===== src/rtl/game_sched.sv =====
// game_sched -- control core for a small arcade-style game.
//
// Sequences the game phases (IDLE/PLAY/OVER/PAUSE), produces the frame tick
// for the datapath, keeps a 4-digit BCD score with saturation, the best score
// since reset, and a difficulty level that rises every LEVEL_STEP points.
//
// Ports:
//   clk      in   system clock, rising edge
//   clr_n    in   asynchronous active-low reset
//   start    in   start button (debounced level)
//   pause    in   pause/resume toggle button (debounced level)
//   ret      in   return-to-menu button (debounced level)
//   plusone  in   point request, one point per rising edge
//   hit      in   collision indication, level
//   tick     out  one-cycle frame-advance pulse (PLAY only)
//   state    out  0 IDLE, 1 PLAY, 2 OVER, 3 PAUSE
//   clr      out  datapath reinitialise, high while in IDLE
//   score    out  current score, 4 BCD digits
//   best     out  best score since reset, 4 BCD digits
//   mode     out  difficulty level 0..7
module game_sched #(
  parameter int TICK_DIV   = 1000000,
  parameter int LEVEL_STEP = 10
) (
  input  logic        clk,
  input  logic        clr_n,
  input  logic        start,
  input  logic        pause,
  input  logic        ret,
  input  logic        plusone,
  input  logic        hit,
  output logic        tick,
  output logic [1:0]  state,
  output logic        clr,
  output logic [15:0] score,
  output logic [15:0] best,
  output logic [2:0]  mode
);

  localparam int DIV_W = $clog2(TICK_DIV);
  localparam logic [DIV_W-1:0] DIV_LAST  = DIV_W'(TICK_DIV - 1);
  localparam logic [6:0]       STEP_LAST = 7'(LEVEL_STEP - 1);

  typedef enum logic [1:0] {
    S_IDLE  = 2'd0,
    S_PLAY  = 2'd1,
    S_OVER  = 2'd2,
    S_PAUSE = 2'd3
  } state_t;

  state_t           r_state, w_state_nx;
  logic             r_arm;
  logic [1:0]       r_f_start, r_f_pause, r_f_ret, r_f_plus;
  logic             r_tick, r_clr;
  logic [DIV_W-1:0] r_div;
  logic [15:0]      r_score, r_best;
  logic [6:0]       r_step;
  logic [2:0]       r_mode;
  logic             w_ev_start, w_ev_pause, w_ev_ret, w_ev_plus, w_pt;
  logic [15:0]      w_score_inc;

  // BCD +1 with ripple digit carry; 9999 is a hard ceiling.
  function automatic logic [15:0] bcd_inc_sat(input logic [15:0] v);
    logic [15:0] r;
    logic        c;
    r = v;
    c = (v != 16'h9999);
    for (int i = 0; i < 4; i++) begin
      if (c) begin
        if (v[4*i +: 4] == 4'd9) begin
          r[4*i +: 4] = 4'd0;
        end else begin
          r[4*i +: 4] = v[4*i +: 4] + 4'd1;
          c = 1'b0;
        end
      end
    end
    return r;
  endfunction

  function automatic logic [2:0] mode_inc_sat(input logic [2:0] m);
    return (m == 3'd7) ? m : m + 3'd1;
  endfunction

  // Input edge filters. On the first edge after reset the filters are
  // loaded with the current level in both bits, so a button already held
  // when reset releases never looks like a fresh press.
  always_ff @(posedge clk or negedge clr_n) begin
    if (!clr_n) begin
      r_arm     <= 1'b0;
      r_f_start <= 2'b00;
      r_f_pause <= 2'b00;
      r_f_ret   <= 2'b00;
      r_f_plus  <= 2'b00;
    end else begin
      r_arm <= 1'b1;
      if (r_arm) begin
        r_f_start <= {r_f_start[0], start};
        r_f_pause <= {r_f_pause[0], pause};
        r_f_ret   <= {r_f_ret[0],   ret};
        r_f_plus  <= {r_f_plus[0],  plusone};
      end else begin
        r_f_start <= {2{start}};
        r_f_pause <= {2{pause}};
        r_f_ret   <= {2{ret}};
        r_f_plus  <= {2{plusone}};
      end
    end
  end

  assign w_ev_start = (r_f_start == 2'b01);
  assign w_ev_pause = (r_f_pause == 2'b01);
  assign w_ev_ret   = (r_f_ret   == 2'b01);
  assign w_ev_plus  = (r_f_plus  == 2'b01);

  assign w_pt        = w_ev_plus && (r_state == S_PLAY);
  assign w_score_inc = w_pt ? bcd_inc_sat(r_score) : r_score;

  // Phase sequencing; hit outranks pause in PLAY, ret outranks pause in PAUSE.
  always_comb begin
    w_state_nx = r_state;
    unique case (r_state)
      S_IDLE:  if (w_ev_start) w_state_nx = S_PLAY;
      S_PLAY:  begin
        if (hit)             w_state_nx = S_OVER;
        else if (w_ev_pause) w_state_nx = S_PAUSE;
      end
      S_OVER:  if (w_ev_ret) w_state_nx = S_IDLE;
      S_PAUSE: begin
        if (w_ev_ret)        w_state_nx = S_IDLE;
        else if (w_ev_pause) w_state_nx = S_PLAY;
      end
      default: w_state_nx = S_IDLE;
    endcase
  end

  always_ff @(posedge clk or negedge clr_n) begin
    if (!clr_n) r_state <= S_IDLE;
    else        r_state <= w_state_nx;
  end

  // Registered outputs, all decided from the phase being entered so that
  // clr/tick/score line up with the state they belong to.
  always_ff @(posedge clk or negedge clr_n) begin
    if (!clr_n) begin
      r_clr   <= 1'b1;
      r_tick  <= 1'b0;
      r_div   <= '0;
      r_score <= '0;
      r_best  <= '0;
      r_step  <= '0;
      r_mode  <= '0;
    end else begin
      r_clr  <= (w_state_nx == S_IDLE);
      r_tick <= 1'b0;
      // Divider advances only across PLAY->PLAY edges; pausing freezes it
      // so a resumed period is never shortened.
      if (r_state == S_PLAY && w_state_nx == S_PLAY) begin
        if (r_div == DIV_LAST) begin
          r_div  <= '0;
          r_tick <= 1'b1;
        end else begin
          r_div <= r_div + DIV_W'(1);
        end
      end else if (w_state_nx == S_IDLE || w_state_nx == S_OVER) begin
        r_div <= '0;
      end

      if (w_state_nx == S_IDLE) begin
        r_score <= '0;
        r_step  <= '0;
        r_mode  <= '0;
      end else if (w_pt) begin
        r_score <= w_score_inc;
        if (r_step == STEP_LAST) begin
          r_step <= '0;
          r_mode <= mode_inc_sat(r_mode);
        end else begin
          r_step <= r_step + 7'd1;
        end
      end

      // A point arriving with the fatal hit still counts toward best.
      if (r_state == S_PLAY && w_state_nx == S_OVER && w_score_inc > r_best)
        r_best <= w_score_inc;
    end
  end

  assign state = r_state;
  assign tick  = r_tick;
  assign clr   = r_clr;
  assign score = r_score;
  assign best  = r_best;
  assign mode  = r_mode;

endmodule


===== config.mk =====
export PLATFORM = sky130hd
export DESIGN_NAME = game_sched
export DESIGN_NICKNAME = d
export VERILOG_FILES = /design/src/rtl/game_sched.sv
export SDC_FILE = /design/constraint.sdc
export NUM_CORES = 1
export LEC_CHECK = 0
export CORE_MARGIN = 3
export CORE_UTILIZATION = 45
export CTS_CLUSTER_DIAMETER = 200
export CTS_CLUSTER_SIZE = 8
export DETAILED_ROUTE_END_ITERATION = 8
export PLACE_DENSITY = 0.71
export SLEW_MARGIN = 20
export SYNTH_ARGS = -nofsm -noshare
export SYNTH_HDL_FRONTEND = slang
export SYNTH_SLANG_ARGS = --single-unit

===== constraint.sdc =====
create_clock -name clk -period 7.47 [get_ports clk]
set_input_delay 2.241 -clock clk [delete_from_list [all_inputs] [get_ports clk]]
set_output_delay 2.241 -clock clk [all_outputs]
set_load 0.01 [all_outputs]

Yosys cells after proc, flatten, opt, wreduce, memory -nomap -nowiden

Cells that the tools add are included.

Register bits after elaboration: 75
Bits in latches: 0
Memory bits (writable): 0
Memory bits (read-only): 0
Bits of input ports: 7
Output and inout port bits: 39
Word-level logic and storage cells: 90
Memories: 0

Add/subtract/negate cells: 7
$mul: 0
Div/mod/pow operators: 0
$lt $le $gt $ge: 1
Equal/unequal tests: 18
Shift operators: 0
Muxes and demuxes: 40
Bitwise gates (word level): 0
Reductions and logical operators: 11

Operator list:

| operator                                            | count |
|---|---|
| 2-to-1 mux 20 bit                                   | 3 |
| 2-to-1 mux 16 bit                                   | 3 |
| 2-to-1 mux 4 bit                                    | 8 |
| 2-to-1 mux 7 bit                                    | 3 |
| adder 20 x 1 -> 20 bit, second input constant       | 1 |
| equality test 20 bit, second input constant         | 1 |
| 2-to-1 mux 2 bit                                    | 10 |
| adder 4 x 1 -> 4 bit, second input constant         | 4 |
| equality test 4 bit, second input constant          | 4 |
| greater-than comparator 16 bit                      | 1 |
| inequality test 16 bit, second input constant       | 1 |
| equality test 2 x 1 -> 1 bit, second input constant | 6 |
| 2-to-1 mux 3 bit                                    | 4 |
| 2-to-1 mux 1 bit                                    | 8 |
| one-hot mux 2 bit (4 select lines)                  | 1 |
| adder 7 x 1 -> 7 bit, second input constant         | 1 |
| equality test 7 x 4 -> 1 bit, second input constant | 1 |
| equality test 2 bit, second input constant          | 3 |
| nonzero test 2 bit                                  | 3 |
| logical AND 1 bit                                   | 4 |
| zero test 2 bit                                     | 2 |
| adder 3 x 1 -> 3 bit, second input constant         | 1 |
| equality test 3 bit, second input constant          | 1 |
| AND reduction 3 bit                                 | 1 |
| 2 further kinds                                     | 2 |

Depth between registers and ports, before layout

Depth after elaboration: 9
Gate-level depth with buffers: 13
Depth with buffers taken out: 12

Worst setup path before layout

Ideal clock, no wire load.

Kind: register -> register
From: register r_score[5], in the netlist score[5]
To: register r_best[10], in the netlist best[10]
Library setup time: 125 ps
Arrival: 3516 ps
Required time: 7345 ps
Slack: 3830 ps
Stages on the path, launching flop included: 14
Buffers on the path: 1
Period minus slack after synthesis: 3640 ps
Cell sequence: dfrtp_1 -> inv_1 -> ha_1 -> nand3b_1 -> o311ai_0 -> nand3_1 -> o21ai_0 -> ha_1 -> and3_1 -> a221o_1 -> a221o_1 -> a22oi_4 -> buf_6 -> mux2_2

RTL lines:

| element                        | line | source |
|---|---|---|
| start, declared                | 56   | `logic [15:0] r_score, r_best;` |
| start signal, assigned         | 174  | `r_score <= w_score_inc;` |
| inequality test 16 bit         | 67   | `c = (v != 16'h9999);` |
| 2-to-1 mux 4 bit               | 69   | `if (c) begin` |
| 2-to-1 mux 16 bit              | 117  | `assign w_score_inc = w_pt ? bcd_inc_sat(r_score) : r_score;` |
| via w_score_inc[3]             | 60   | `logic [15:0] w_score_inc;` |
| greater-than comparator 16 bit | 184  | `if (r_state == S_PLAY && w_state_nx == S_OVER && w_score_inc > r_best)` |
| logical AND 1 bit              | 184  |  |
| end signal, assigned           | 185  | `r_best <= w_score_inc;` |
| end, declared                  | 56   |  |

The timed path passes the listed nets, and every way through them passes these cells.
A chain may end at the register's enable or synchronous reset.

Worst setup path in the final report

From: register r_state[1], in the netlist state[1]
To: register r_best[8], in the netlist best[8]

RTL lines:

| element                        | line | source |
|---|---|---|
| start, declared                | 51   | `state_t r_state, w_state_nx;` |
| start signal, assigned         | 139  | `else r_state <= w_state_nx;` |
| equality test 2 x 1 -> 1 bit   | 116  | `assign w_pt = w_ev_plus && (r_state == S_PLAY);` |
| logical AND 1 bit              | 116  |  |
| 2-to-1 mux 16 bit              | 117  |  |
| via w_score_inc[15]            | 60   |  |
| greater-than comparator 16 bit | 184  |  |
| logical AND 1 bit              | 184  |  |

The timed path passes the listed nets, and every way through them passes these cells.

==> impl_metrics.json <==
{
  "finalSetupTns_ns": 0,
  "swShare_pct": 34.6,
  "rsz0062_at_grt": "false",
  "cts_buffers": 9,
  "synth_area_um2": 4380,
  "wl_um": 9210,
  "grt_max_degree": 76,
  "final_util_pct": 54.7,
  "io_buffers": 45,
  "initial_utilization_pct": 46.8,
  "core_area_um2": 9370,
  "p_per_area_nw_per_um2": 222,
  "pwr-share-clk_pct": 28.1,
  "r2r_setup_slack_ns": 3.09,
  "hp-class": "reg -> reg",
  "seqPwrFrac_pct": 42.1,
  "drive_gt1_share_pct": 11.3,
  "num_vias": 3454,
  "critPathMaxFanout": 19,
  "fin_cells": 615,
  "period_share_pct": 58.6,
  "ios": 46,
  "drv_slew": 0,
  "layout_min_cycle_time_ns": 4.38,
  "num_rows": 35,
  "synth_nets": 475,
  "synthCells": 441,
  "cp.depth": 10,
  "max_freq_mhz": 229,
  "stdcell_area_um2": 5130,
  "post_cts_buffers": 0,
  "ys_async_sr_fraction_pct": 100,
  "outcome": "finished clean",
  "ant_nets": 0,
  "p_sw_w": 0.000395,
  "critical_path_required_ns": 7.71,
  "synth.area.top_cells": "dfrtp_1, ha_1, mux2_2, a21oi_1, nand2_1",
  "critPathSlowestCell": "nand4bb_1",
  "antenna_found_initial": 0,
  "place_area_um2": 4930,
  "tightest_slew_ns": 0.935,
  "clk_latency_ns": 0.35,
  "htree_levels": 3,
  "vias_per_cell": 5.62,
  "clock-sinks": 75,
  "yosysSeqAreaShare_pct": 42.9,
  "setup_viol_count_final": 0,
  "area_delta_synth_final_pct": 17.0,
  "r2r_end": "best[8]$_DFFE_PN0P_",
  "cp_num_buf_inv": 0,
  "crit_path_start": "state[1]$_DFF_PN0_",
  "layout.nets": 515,
  "ys.flop_type": "dfrtp_1",
  "path_cells": "nand4bb_1, nor2_1, nand4_1, o211ai_1, ha_1, nand4_1, nor3_1, a21oi_1, a22oi_4, mux2_2",
  "drtIter0Drc": 146,
  "crit_type": "reg -> reg",
  "diodes": 0,
  "yosysMostFrequentCell": "dfrtp_1",
  "gr-total-overflow": 0,
  "r2r_start": "state[1]$_DFF_PN0_",
  "avgSynthCellArea_um2": 9.94,
  "synth_common_cells": "dfrtp_1, nand2_1, inv_1",
  "die_y_um": 105,
  "wire_per_inst_um": 15.0,
  "p_comb_share_pct": 29.7,
  "cellLeakagePower_nw": 2.14,
  "cts.hold.buffers_added": 0,
  "die_x_um": 105,
  "place.gp.congestion": 0.815,
  "reg2regPathDepth": 10,
  "clock_skew_ns": 0.00884,
  "synth_top_area_share_pct": 42.3,
  "worstPathArrival_ns": 4.61,
  "yosysWarningCount": 0,
  "die_area_um2": 11000,
  "total_power_w": 0.00114,
  "drc": 0,
  "path_clk_slew_ns": 0.09,
  "ys_types": 62,
  "finalHoldViolCount": 0,
  "critPathTopFamily": "simple AND/OR/NAND/NOR gates",
  "grt.total_usage_pct": 17.0,
  "cts_tree": "yes",
  "grt_first_pass_wirelength_um": 15300,
  "synth_top_area_cell": "dfrtp_1",
  "internal_power_w": 0.000745,
  "dr.pass1.iters": 4,
  "cp-start-kind": "register",
  "drv_cap": 0,
  "cts_root_buf": "clkbuf_8",
  "max-clock-path-buffers": 2,
  "slew-limit-headroom_pct": 37.6,
  "grt_pass1_vias": 3138,
  "synth_edf_count": 0,
  "cpPeakStageDelay_ns": 0.81,
  "critPathCaptureType": "register",
  "cp_common_cell": "nand4_1",
  "endpoint": "best[8]$_DFFE_PN0P_",
  "synth.ff_latch_count": 75,
  "ir_drop_uv": 96.6,
  "cts_resized": 0,
  "placed_cells": 599,
  "post-dp-hpwl_um": 6570
}
through the flow:
step | setup WS [ns] | hold WS (ns)
after floorplan | 3.83 | 0.464
after global placement | 2.89 | 0.481
after detailed placement | 3.10 | 0.486
after CTS | 3.08 | 0.506
after global routing | 2.72 | 0.516
final | 3.09 | 0.498
power groups by stage:
stage	clock [W]	sequential (W)	combinational [W]
finish	0.000320	0.000480	0.000339
floorplan	0	0.000483	0.000233
detailed placement	0	0.000489	0.000342
global route	0.000343	0.000488	0.000377
global placement	0	0.000487	0.000328
CTS	0.000327	0.000481	0.000343
cell families (layout without fill, tap and decap cells):
| family | count (synthesis) | in the layout | share of synthesized area, % |
|---|---|---|---|
| flops | 75 | 75 | 42.9 |
| compound gates | 96 | 96 | 15.3 |
| fa+ha+maj | 27 | 27 | 7.71 |
| xor+xnor | 8 | 8 | 1.60 |
| mux | 36 | 36 | 9.02 |
| buf+inv | 49 | 94 | 4.91 |
| other cells | 1 | 1 | 0.0856 |
| simple gates | 149 | 149 | 18.5 |
how the worst min path moves through the flow:
stage / from / to / slack [ns] / depth (start not counted)
global route: r_f_start[0]$_DFF_PN0_ / r_f_start[1]$_DFF_PN0_ / 0.52 / 1
floorplan: r_div[16]$_DFFE_PN0P_ / r_div[16]$_DFFE_PN0P_ / 0.46 / 1
CTS: r_div[17]$_DFFE_PN0P_ / r_div[17]$_DFFE_PN0P_ / 0.51 / 1
finish: r_div[17]$_DFFE_PN0P_ / r_div[17]$_DFFE_PN0P_ / 0.50 / 1
global placement: r_f_start[0]$_DFF_PN0_ / r_f_start[1]$_DFF_PN0_ / 0.48 / 1
detailed placement: r_f_start[0]$_DFF_PN0_ / r_f_start[1]$_DFF_PN0_ / 0.49 / 1
routing by layer:
| metal | up-vias | part of all wire, % | GRT usage [%] |
|---|---|---|---|
| met1 | 1693 | 48 | 23.5 |
| met3 | 8 | 5.0 | 3.58 |
| met5 | - | 0 | 0 |
| met2 | 63 | 46 | 26.8 |
| li1 | 1690 | - | - |
| met4 | 0 | 1.1 | 5.06 |
final cells by class:
class / count / area (um2)
Fill cell: 885 / 4240
Multi-Input combinational cell: 317 / 2310
Sequential cell: 75 / 1880
Timing Repair Buffer: 46 / 455
Tap cell: 129 / 161
Clock buffer: 9 / 124
Inverter: 32 / 120
Clock inverter: 7 / 77.6
worst reg2reg max path: stages (launching register included):
cell and delay [ns]:
dfrtp_1 0.48, nand4bb_1 0.81, nor2_1 0.63, nand4_1 0.26, o211ai_1 0.39, ha_1 0.20
nand4_1 0.13, nor3_1 0.29, a21oi_1 0.15, a22oi_4 0.53, mux2_2 0.41
cells in the final DEF (no fill, tap or decap), drive strengths merged, types with 18 or more instances in the layout:
cell           synthesis  routed
clkdlybuf4s50          0      44
a21oi                 30      30
ha                    27      27
nand3                 23      23
nand2                 41      41
dfrtp                 74      74
o21ai                 21      21
inv                   32      33
mux2                  25      25
nor2                  18      18
flip-flops by register name, summed over array words and instances, names as in the netlist:
signal / count
r_f_plus: 2
r_arm: 1
r_step: 7
best: 16
r_div: 20
mode: 3
clr: 1
r_f_ret: 2
r_f_pause: 2
score: 16
r_f_start: 2
state: 2
tick: 1
Note: power is estimated with default switching activity, not from simulation.
